==> config.mk <==
export PLATFORM = sky130hd
export DESIGN_NAME = router_out_arbiter
export DESIGN_NICKNAME = d
export VERILOG_FILES = /design/src/rtl/router_pkg.sv /design/src/rtl/rr_picker.sv /design/src/rtl/router_out_arbiter.sv
export SDC_FILE = /design/constraint.sdc
export NUM_CORES = 1
export LEC_CHECK = 0
export CORE_ASPECT_RATIO = 0.75
export CORE_UTILIZATION = 43
export DETAILED_ROUTE_END_ITERATION = 10
export GPL_TIMING_DRIVEN = 0
export PLACE_DENSITY_LB_ADDON = 0.25
export SKIP_CTS_REPAIR_TIMING = 1
export SYNTH_ARGS = -nofsm -noshare
export SYNTH_HDL_FRONTEND = slang
export SYNTH_SLANG_ARGS = --single-unit
==> constraint.sdc <==
create_clock -name clk -period 2.42 [get_ports clk]
set_input_delay 0.484 -clock clk [delete_from_list [all_inputs] [get_ports clk]]
set_output_delay 0.484 -clock clk [all_outputs]
set_load 0.005 [all_outputs]
==> src/rtl/router_pkg.sv <==
// Shared router definitions: packet field layout, size encoding and arbiter state encoding.
// Used by the output arbiter and the input-port arbiters.
package router_pkg;

    // Byte index of each packet field; data bytes start at DATA.
    localparam int SRC_ID    = 0;
    localparam int DST_ID    = 1;
    localparam int SIZE      = 2;
    localparam int DATA      = 3;
    localparam int HDR_BYTES = 3;

    localparam int             SIZE_BITS = 3;
    localparam logic [2:0]     SIZE_MASK = 3'b111;

    typedef enum logic [2:0] {
        ST_IDLE,
        ST_WAIT,
        ST_HDR,
        ST_DATA,
        ST_CRC
    } arb_state_t;

    function automatic logic [2:0] onehot_to_idx(input logic [7:0] oh);
        logic [2:0] idx;
        idx = '0;
        for (int i = 0; i < 8; i++) begin
            if (oh[i]) idx = 3'(i);
        end
        return idx;
    endfunction

endpackage

==> src/rtl/rr_picker.sv <==
// Combinational round-robin selector: first requester searching upward (cyclic) from ptr+1.
// Returns a one-hot winner and a valid flag.
module rr_picker #(
    parameter int NPORTS = 4,
    parameter int PW     = (NPORTS > 1) ? $clog2(NPORTS) : 1
) (
    input  logic [NPORTS-1:0] req,
    input  logic [PW-1:0]     ptr,
    output logic [NPORTS-1:0] win,
    output logic              win_valid
);

    logic [PW-1:0] idx;

    // NOTE: every output of an always_comb block is assigned a default first;
    // a path that leaves one unassigned would infer a latch.
    always_comb begin
        win       = '0;
        win_valid = 1'b0;
        idx       = '0;
        for (int i = 1; i <= NPORTS; i++) begin
            idx = PW'((int'(ptr) + i) % NPORTS);
            if (!win_valid && req[idx]) begin
                win[idx]  = 1'b1;
                win_valid = 1'b1;
            end
        end
    end

endmodule

==> src/rtl/router_out_arbiter.sv <==
// Packet-level round-robin arbiter for one router output link (SRC, DST, SIZE, DATA.., CRC).
// Optional mid-packet idle watchdog enabled by defining ROUTER_ARB_WDOG_EN.
module router_out_arbiter
    import router_pkg::*;
#(
    parameter int NPORTS      = 4,
    parameter int UWIDTH      = 8,
    parameter int WDOG_CYCLES = 16
) (
    input  logic                     clk,
    input  logic                     rst,
    input  logic [NPORTS-1:0]        req,
    input  logic [NPORTS-1:0]        in_valid,
    input  logic [NPORTS*UWIDTH-1:0] in_data,
    input  logic                     out_busy,
    output logic [NPORTS-1:0]        gnt,
    output logic                     out_valid,
    output logic [UWIDTH-1:0]        out_data,
    output logic                     pkt_done,
    output logic                     err
);

    localparam int PW = (NPORTS > 1) ? $clog2(NPORTS) : 1;

    if (NPORTS < 2 || NPORTS > 8 || UWIDTH < SIZE_BITS || WDOG_CYCLES < 2) begin : g_param_check
        $error("router_out_arbiter: unsupported parameter combination");
    end

    arb_state_t          state, state_n;
    logic [NPORTS-1:0]   gnt_n, pick;
    logic                pick_valid;
    logic [PW-1:0]       ptr, ptr_n;
    logic [3:0]          cnt, cnt_n;
    logic [SIZE_BITS-1:0] dsz, dsz_n;
    logic                done_n;
    logic                g_valid, g_req, wdog_hit;
    logic [UWIDTH-1:0]   g_data;

    rr_picker #(.NPORTS(NPORTS), .PW(PW)) u_picker (
        .req       (req),
        .ptr       (ptr),
        .win       (pick),
        .win_valid (pick_valid)
    );

    // Only the granted port reaches the link; with no grant everything reads as zero.
    always_comb begin
        g_data = '0;
        for (int i = 0; i < NPORTS; i++) begin
            if (gnt[i]) g_data = in_data[i*UWIDTH +: UWIDTH];
        end
        g_valid = |(in_valid & gnt);
        g_req   = |(req & gnt);
    end

`ifdef ROUTER_ARB_WDOG_EN
    localparam int GW = $clog2(WDOG_CYCLES + 1);
    logic [GW-1:0] gap;

    assign wdog_hit = (state != ST_IDLE) && !g_valid && (gap == GW'(WDOG_CYCLES - 1));

    always_ff @(posedge clk or negedge rst) begin
        if (!rst) begin
            gap <= '0;
            err <= 1'b0;
        end else begin
            err <= wdog_hit;
            if (state == ST_IDLE || g_valid || wdog_hit) gap <= '0;
            else                                          gap <= gap + 1'b1;
        end
    end
`else
    assign wdog_hit = 1'b0;
    assign err      = 1'b0;
`endif

    always_comb begin
        state_n = state;
        gnt_n   = gnt;
        ptr_n   = ptr;
        cnt_n   = cnt;
        dsz_n   = dsz;
        done_n  = 1'b0;
        case (state)
            ST_IDLE: begin
                cnt_n = '0;
                if (pick_valid && !out_busy) begin
                    gnt_n   = pick;
                    ptr_n   = PW'(onehot_to_idx(8'(pick)));
                    state_n = ST_WAIT;
                end
            end
            ST_WAIT: begin
                if (g_valid) begin
                    cnt_n   = 4'(DST_ID);
                    state_n = ST_HDR;
                end else if (!g_req) begin
                    gnt_n   = '0;
                    state_n = ST_IDLE;
                end
            end
            ST_HDR: begin
                if (g_valid) begin
                    cnt_n = cnt + 4'd1;
                    if (cnt == 4'(SIZE)) begin
                        dsz_n   = g_data[SIZE_BITS-1:0] & SIZE_MASK;
                        state_n = ST_DATA;
                    end
                end
            end
            ST_DATA: begin
                // cnt holds the absolute byte index, so the last data byte sits at DATA+dsz.
                if (g_valid) begin
                    cnt_n = cnt + 4'd1;
                    if (cnt == 4'(DATA) + 4'(dsz)) state_n = ST_CRC;
                end
            end
            ST_CRC: begin
                if (g_valid) begin
                    done_n  = 1'b1;
                    gnt_n   = '0;
                    state_n = ST_IDLE;
                end
            end
            default: begin
                gnt_n   = '0;
                state_n = ST_IDLE;
            end
        endcase
        if (wdog_hit) begin
            gnt_n   = '0;
            state_n = ST_IDLE;
        end
    end

    // NOTE: sequential state uses non-blocking assignments so every register
    // samples pre-edge values regardless of statement order.
    always_ff @(posedge clk or negedge rst) begin
        if (!rst) begin
            state     <= ST_IDLE;
            gnt       <= '0;
            ptr       <= PW'(NPORTS - 1);
            cnt       <= '0;
            dsz       <= '0;
            out_valid <= 1'b0;
            out_data  <= '0;
            pkt_done  <= 1'b0;
        end else begin
            state     <= state_n;
            gnt       <= gnt_n;
            ptr       <= ptr_n;
            cnt       <= cnt_n;
            dsz       <= dsz_n;
            out_valid <= g_valid;
            out_data  <= g_data;
            pkt_done  <= done_n;
        end
    end

endmodule
==> out/metrics.cfg <==
[outcome]
status = finished, violations left
violations = setup timing

[flow_run]
drv_cap = 0

[synthesis]
synthArstFlopShare_pct = 100
syn_avg_cell_area_um2 = 9.15
ys.warnings.count = 0
synth_edf_count = 0
syn_nets = 262
yosysSeqAreaShare_pct = 34.3
synth_area_leaders = dfrtp_1 (32%), ha_1 (7.2%), o21ai_0 (5.0%)
yosys_register_bits = 26
synth_cells = 208
synth_flop_cell = dfrtp_1
ys_types = 57
synth_top_cell_by_area = dfrtp_1
synth_area_um2 = 1900
synth.top_cell.area_share_pct = 31.6

[placed_design]
port_buffers = 52
gp_congestion = 0.929
dp_hpwl_mm = 3.68

[worst_setup_path]
reg2regPathDepth = 8
rrSetupSlack_ns = -0.02
start_kind = flip-flop
path_max_fanout = 6
critPathArrivalTime_ns = 2.60
cp.required_ns = 2.58
path_class = reg2reg
cp-end-kind = flip-flop

[power]
p_switching_mw = 1.37
intPower_mw = 1.91
power_leakage_nw = 1.14
vdd_ir_drop_max_mv = 0.550
sw_frac_of_total_pct = 41.8
seq_power_share_pct = 23.9
power_frac_comb_pct = 65.1
p_per_area_nw_per_um2 = 1200
p_clk_share_pct = 11.0

[timing]
setup_violations = 1
hold_viol_final = 0
rsz0062_at_grt = true
min_period_ns = 2.44
finalSetupTns_ns = -0.0211
min_period_over_period_pct = 101
fmax_ghz = 0.410
setup_slack_ns = -0.0211
slew-limit-headroom_pct = 22.0
worst_slew_pin_slew_ns = 1.17
slew_viol_final = 0
skew_ns = 0.00635
timing.hold.ws_ns = 0.580

[global_route]
gr-usage-all-layers_pct = 22.5
first_global_vias = 1588
met3_usage_pct = 6.46
grt.busiest_layer = met1
grt_max_degree = 27
grt.overflow.total = 0
antenna_found_initial = 0
grtUsageMet2_pct = 33.0
grt_pass1_wl_mm = 8.00
gr-usage-met1_pct = 33.6

[finish]
fill_cells = 376
finalCoreUtilization_pct = 65.4
area_delta_synth_final_pct = 42.8
fin_nets = 335
diodes = 0
layout-drive-gt1-share_pct = 15.7

[clock_tree]
cts_sinks = 26
cts_made_buffers = 3
clock_latency_ns = 0.28
cts.path.max_buffers = 2
clkTransAtPathRegs_ns = 0.09
cts_tree = done
htreeDepth = 1
root_buffer = clkbuf_8

[hold_path]
hold_depth = 1
hp-class = reg2reg

[drt]
dr_total_vias = 1902
dr.pass1.iters = 4
ant_nets = 0
wl_per_cell_um = 15.2
drt_wl_total_mm = 5.10
drt_iter0_markers = 137
drcViolationCount = 0
via_per_inst = 5.68

[die]
die_w_um = 78.8
dieArea_um2 = 4700
core_um2 = 4150
start_util_pct = 45.8
num_rows = 20
io-pin-count = 58
die_y_um = 59.6

## routing by layer
| metal | vias up | share of wire [%] |
|---|---|---|
| met3 | 4 | 9.8 |
| met5 | - | 0 |
| met2 | 82 | 44 |
| met1 | 901 | 45 |
| li1 | 915 | - |
| met4 | 0 | 0.53 |
## cells by family after synthesis
logic type | count (synthesis) | synth area share, %
AO/OA/AOI/OAI | 72 | 27.0
other | 1 | 0.197
multiplexers | 9 | 7.03
adder cells (fa/ha/maj) | 11 | 7.23
XOR/XNOR | 2 | 0.921
flip-flops | 26 | 34.3
buffers and inverters | 29 | 7.95
AND/OR/NAND/NOR | 58 | 15.4
## critical path: stages, from the launching register on
cell,delay [ns]
dfstp_2,0.59
buf_8,0.13
clkinvlp_4,0.10
ha_4,0.30
mux4_2,0.32
a31o_1,0.20
a221o_1,0.27
a32o_2,0.25
o21bai_1,0.15
## area by class of cell
| type | count | area (um2) | area share, % |
|---|---|---|---|
| inverters | 15 | 63.8 | 2.35 |
| repair buffers | 68 | 641 | 23.6 |
| well taps | 55 | 68.8 | 2.53 |
| plain buffers | 14 | 96.3 | 3.55 |
| flip-flops and latches | 26 | 653 | 24.0 |
| clock inverters | 1 | 30.0 | 1.10 |
| clock buffers | 3 | 41.3 | 1.52 |
| multi-input cells | 153 | 1120 | 41.3 |
## layout by cell type (no fill, tap or decap), types with 2 or more instances in the layout
cell type	instances
nor3_1	2
a21oi_1	10
nor2b_1	3
clkinvlp_4	2
nand3_1	2
nand3b_1	5
clkbuf_8	3
dfstp_2	2
a221oi_1	4
nand2b_1	2
mux2_2	2
a31oi_1	2
a221o_1	5
mux2i_1	4
o21ai_0	19
o22ai_1	6
buf_2	2
clkdlybuf4s50_1	52
o31ai_1	4
a22oi_1	2
nand2_1	21
o21a_1	2
nor4_1	4
buf_6	3
nor2_1	12
buf_4	18
ha_1	10
clkbuf_1	5
mux4_2	2
xnor2_1	2
dfrtp_1	24
inv_1	12
## path summary, 6_finish.rpt
| kind | end | startpoint |
|---|---|---|
| setup / recovery | gnt[1]$_DFFE_PN0P_ | ptr[0]$_DFFE_PN1P_ |
| hold / removal | cnt[2]$_DFFE_PN0P_ | cnt[2]$_DFFE_PN0P_ |
| setup reg to reg | gnt[1]$_DFFE_PN0P_ | ptr[0]$_DFFE_PN1P_ |
| hold reg to reg | cnt[2]$_DFFE_PN0P_ | cnt[2]$_DFFE_PN0P_ |
| max in group asynchronous | cnt[0]$_DFFE_PN0P_ | rst |
| min in group asynchronous | state[1]$_DFFE_PN0P_ | rst |
## cells in the mapped netlist (all sizes together), types with 2 or more instances
cell type,number
a221oi,6
inv,15
nor2b,3
nor2,12
nand3,2
o31ai,4
mux2,2
ha,11
dfstp,2
nand2,21
o21ai,20
a211oi,2
clkbuf,6
nor3,2
o21a,2
a31oi,2
o22ai,6
dfrtp,24
nor4,4
a22o,2
mux2i,4
nand3b,5
a22oi,2
a21oi,10
nand2b,2
mux4,3
xnor2,2
a221o,5
buf,8
## flip-flops by register name (all words and copies together) (netlist names)
| name | flops |
|---|---|
| out_data | 8 |
| cnt | 4 |
| gnt | 4 |
| dsz | 3 |
| state | 3 |
| ptr | 2 |
| out_valid | 1 |
| pkt_done | 1 |
## power groups by stage
| stage | Combinational (mW) | Sequential (mW) | Clock, mW |
|---|---|---|---|
| 3_3_place_gp | 1.77 | 0.806 | 0 |
| 4_1_cts | 1.80 | 0.806 | 0.369 |
| 2_1_floorplan | 1.28 | 0.764 | 0 |
| 6_report | 2.13 | 0.782 | 0.361 |
| 5_1_grt | 2.34 | 0.803 | 0.384 |
| 3_5_place_dp | 1.79 | 0.813 | 0 |
## metrics by stage
step / instances / cell area [um2] / setup slack [ns] / power (mW)
after global routing: 335 / 2720 / -0.0658 / 3.53
after detailed placement: 315 / 2500 / -0.205 / 2.61
final: 335 / 2720 / -0.0211 / 3.27
after floorplan: 208 / 1920 / 0.000933 / 2.04
after global placement: 315 / 2500 / -0.193 / 2.57
after CTS: 319 / 2580 / -0.234 / 2.98
Power figures use the tool's default switching activity.
==> RTL edit 1: new RTL, same flow settings <==
Build with the macro `ROUTER_ARB_WDOG_EN` defined.
--- a/src/rtl/router_out_arbiter.sv
+++ b/src/rtl/router_out_arbiter.sv
@@ -1,4 +1,6 @@
 // Packet-level round-robin arbiter for one router output link (SRC, DST, SIZE, DATA.., CRC).
 // Optional mid-packet idle watchdog enabled by defining ROUTER_ARB_WDOG_EN.
+`define ROUTER_ARB_WDOG_EN
+
 module router_out_arbiter
     import router_pkg::*;
Function: no difference found for any inputs over 4 cycles, from zero or initial values and one cycle with rst low; that may be too few to reach the edited logic, so the function may still have changed.
==> RTL edit 1 against the unedited design <==
  * Setup slack worse by 0.12 ns
  * Design area up 15%
  * Count of clock-buffer cells in the layout up 3
  * Sequential cell count is 6 higher
  * Sequential share of layout area up 1.8 points
  * Critical endpoint is now gnt[2]
  * Routed wire length grew 7.4%
  * Area after synthesis grew 15%
  * Total power up 11%
  * The run ends with design-rule violations, negative setup slack left
==> RTL edit 1: results (changes against the unedited design) <==
[run_status]
status = complete, but fails checks
violations = design-rule violations, negative setup slack

[cells_and_area]
reg.largest.list = out_data x8, gap x5
fillers = 401  ; +6.6%
drive_gt1_share_pct = 15.94  ; +0.22 points
fin_nets = 375  ; +12%

[power]
leakage_nw = 1.344  ; +18%
ir_drop_uv = 657.9  ; +20%

[cts]
clock_latency_ns = 0.28  ; about the same
cts_made_buffers = 5  ; +2
path_clk_slew_ns = 0.07  ; -0.02 ns
cts.htree.levels = 2  ; +1

[timing]
maxSlewHeadroom_pct = 52.68  ; +31 points
skew_ns = 0.003975  ; -0.002371 ns
setup_violations = 4  ; +3
setup_ws_ns = -0.1452  ; -0.1241 ns
hold_slack_ns = 0.2452  ; -0.3345 ns

[placed_design]
placed_area_mm2 = 0.002880  ; +15%
place_congestion = 0.8325  ; -10%
io_buffers = 55  ; +5.8%
place_hpwl_mm = 3.952  ; +7.5%

[synthesis]
synthTopCellsByCount = 30 x dfrtp_1, 28 x nor2_1, 23 x nand2_1, 14 x a21oi_1
ys_seq_area_share_pct = 36.62  ; +2.3 points
yosysWarningCount = 0  ; unchanged
mappedNetlistNets = 302  ; +15%
yosysUniqueCellTypes = 55  ; -3.5%
synth_top_cells_by_area = dfrtp_1 34%, ha_1 7.4%, nor2_1 4.8%, a22oi_1 4.1%, nand2_1 3.9%

[drt]
route.detailed.drc = 2  ; +2
first_pass_iters = 7  ; +3
drtIter0Drc = 180  ; +31%
drt_wl_total_mm = 5.478  ; +7.4%
routed_via_density = 5.484  ; -3.4%

[setup_path]
arrival_ns = 2.73  ; +0.13 ns
reg2reg_depth = 7  ; -1
cp_max_fo = 8  ; +2
reg2reg_from = ptr[1]
worstReg2RegEnd = gnt[2]
max_stage_delay_ns = 0.65  ; +0.06 ns

[grt]
grt_pass1_vias = 1857  ; +17%
grt_max_degree = 33  ; +22%
grt_usage_pct = 20.78  ; -1.8 points
grt_pass1_wl_mm = 8.776  ; +9.7%

[min_path]
hp-class = primary input to asynchronous set/reset pin

## RTL edit 1: changes by cell type after synthesis, moves of 5 or more
| cell | unedited run | this run |
|---|---|---|
| a221o_1 | 5 | 0 |
| a22oi_1 | 2 | 12 |
| dfrtp_1 | 24 | 30 |
| nor2_1 | 12 | 28 |
| o21ai_0 | 19 | 13 |
## RTL edit 1: through the flow
step | setup slack (ns) | TNS, ns | std cells
global route | -0.2272 | -0.7643 | 380
finish | -0.1452 | -0.4011 | 380
detailed placement | -0.3049 | -1.102 | 361
CTS | -0.3271 | -1.083 | 369
global placement | -0.3129 | -1.140 | 361
floorplan | -0.1098 | -0.2032 | 246
## RTL edit 1: area by class of cell
class	instances	area share, %
buffer	13	2.654
clock buffer	6	2.332
clock inverter	2	1.126
inverter	13	1.930
multi-input combinational	187	43.31
sequential	32	25.81
tap	60	2.413
timing repair buffer	67	20.43
## RTL edit 1: per-layer routing
metal | global-route usage, % | part of all wire, % | wire [µm] | up-vias
li1 | - | - | - | 1032
met1 | 29.98 | 47 | 2579 | 968
met2 | 30.84 | 44 | 2409 | 76
met3 | 5.943 | 8.0 | 439 | 8
met4 | 4.873 | 0.91 | 50 | 0
met5 | 0 | 0 | 0 | -
## RTL edit 1: logic make-up after synthesis
family	share of synthesized area (%)
and+or+nand+nor	18.08
xor gates and xnor gates	1.997
buffers and inverters	5.248
AOI/OAI and AO/OA	23.56
adders and majority gates	7.416
muxes	7.073
DFF	36.62
## RTL edit 1: critical path, delay by kind of cell, from the launching register on
family,cells,cell delay (ns)
AOI/OAI and AO/OA,2,0.60
buffers and inverters,1,0.17
and+or+nand+nor,1,0.06
muxes,2,0.63
adders and majority gates,1,0.34
DFF,1,0.65
## RTL edit 1: where the power goes
group / internal, mW / switching [mW] / total [mW]
logic: 1.14 / 1.12 / 2.26
clock network: 0.305 / 0.194 / 0.499
registers: 0.715 / 0.164 / 0.879
## RTL edit 1: worst max path at each step
stage                     startpoint     end  slack [ns]  cells after the start
after floorplan               ptr[0]  gnt[3]       -0.11                     10
after global placement        req[1]  gnt[2]       -0.31                      6
after detailed placement      ptr[1]  gnt[2]       -0.30                      9
after CTS                     ptr[1]  gnt[2]       -0.33                      9
after global routing          ptr[0]  gnt[3]       -0.23                     10
final                         ptr[1]  gnt[2]       -0.15                      7
==> RTL edit 2: new RTL, same flow settings <==
Without the edit above. Encoding of `arb_state_t`: now one-hot (5 bits for 5 states).
--- a/src/rtl/router_pkg.sv
+++ b/src/rtl/router_pkg.sv
@@ -13,10 +13,10 @@
     localparam logic [2:0]     SIZE_MASK = 3'b111;
 
-    typedef enum logic [2:0] {
-        ST_IDLE,
-        ST_WAIT,
-        ST_HDR,
-        ST_DATA,
-        ST_CRC
+    typedef enum logic [4:0] {
+        ST_IDLE = 5'b00001,
+        ST_WAIT = 5'b00010,
+        ST_HDR  = 5'b00100,
+        ST_DATA = 5'b01000,
+        ST_CRC  = 5'b10000
     } arb_state_t;
 
Check against the original RTL: no difference found for any inputs over 10 cycles, from zero or initial values and one cycle with rst low; not proved beyond that.
==> RTL edit 2 against the unedited design <==
  * Synthesized cell count stayed put
  * Highest routed layer unchanged
  * Design area is 2.7% lower
  * Largest power group unchanged
  * Routed wire length decreased by 4.2%
  * Area after synthesis increased by 2.2%
  * Sequential cell count rose by 2
  * First-iteration DRC count down 20%
  * Fmax up 6.1%
  * Setup slack improved by 0.14 ns
  * Total power is 19% lower
==> RTL edit 2: results (changes against the unedited design) <==
[power]
ir_drop_uv = 540.1  ; -1.8%
leakage_nw = 1.062  ; -6.5%
p_int_mw = 1.573  ; -17%
pg_seq_mw = 0.712  ; -9.0%
pwr-share-seq_pct = 27.0  ; +3.1 points
pwr-share-clk_pct = 14.3  ; +3.3 points

[run_status]
status = complete, no violations

[setup_path]
worstReg2RegEnd = ptr[0]
cp_max_fo = 9  ; +3
arrival_ns = 2.50  ; -0.10 ns

[timing]
hold_slack_ns = 0.2040  ; -0.3757 ns
maxSlewHeadroom_pct = 58.90  ; +37 points

[drt]
drt_wl_total_mm = 4.890  ; -4.2%
routed_via_density = 5.712  ; +0.61%
dr_total_vias = 1845  ; -3.0%

[cells_and_area]
drive_gt1_share_pct = 10.07  ; -5.6 points
reg.largest.list = out_data x8, state x5

[placed_design]
dp_slack_ns = -0.1214  ; +0.08405 ns
place_congestion = 0.8365  ; -9.9%
place_hpwl_mm = 3.751  ; +2.0%

[grt]
grt_pass1_wl_mm = 8.114  ; +1.5%
grt_pass1_vias = 1693  ; +6.6%

[synthesis]
synth_top_cells_by_area = dfrtp_1 32%, ha_1 7.1%, nand2_1 4.4%, dfstp_2 4.1%, a22oi_1 3.5%
ys_seq_area_share_pct = 36.21  ; +1.9 points
synthTopCellsByCount = 25 x dfrtp_1, 23 x nand2_1, 14 x nor2_1, 11 x a21oi_1, 11 x ha_1

[RTL edit 2: cell types whose count changed in the layout (fill, tap and decap cells not counted), moves of 4 or more]
cell	unedited run	this run
a221o_1	5	0
a22oi_1	2	9
buf_4	18	3
inv_1	12	5
o21ai_0	19	7
o21ai_1	1	9
o22ai_1	6	1
o2bb2ai_1	1	5
[RTL edit 2: worst max path at each step]
stage                     cells after the start  slack (ns)    from     end
after floorplan                               7        0.32  ptr[0]  ptr[1]
after global placement                        6       -0.11  req[2]  gnt[2]
after detailed placement                      6       -0.12  req[2]  ptr[0]
after CTS                                     8         0.1  ptr[0]  ptr[0]
after global routing                          8       0.003  ptr[0]  ptr[0]
final                                         8        0.12  ptr[0]  ptr[0]
[RTL edit 2: kinds of logic (layout without fill, tap and decap cells)]
kind of cell	count (synthesis)	in the layout	share of synthesized area, %
simple gates	75	75	20.71
mux	5	5	4.566
buf+inv	16	76	4.887
xor+xnor	4	4	1.800
fa+ha+maj	11	11	7.074
compound gates	68	68	24.56
flops	28	28	36.21
other cells	1	1	0.1927
[RTL edit 2: worst max-delay path, stage by stage, from the launching register on]
cell and delay, ns:
dfstp_2 0.60, buf_6 0.15, inv_1 0.09, ha_1 0.33, mux4_2 0.35, nand3b_1 0.12
a21oi_1 0.08, a221oi_2 0.35, a31oi_1 0.15
[RTL edit 2: area by class of cell]
class	instances	area (µm²)
buffer	9	53.80
clock buffer	3	41.29
clock inverter	1	30.03
fill	367	1559
inverter	7	41.29
multi-input combinational	164	1150
sequential	28	704.4
tap	55	68.82
timing repair buffer	56	555.5
[RTL edit 2: metal layers]
metal | part of all wire, % | GRT usage (%)
met4 | 0.49 | 2.338
met5 | 0 | 0
met2 | 43 | 33.09
met1 | 48 | 32.86
met3 | 9.2 | 6.565
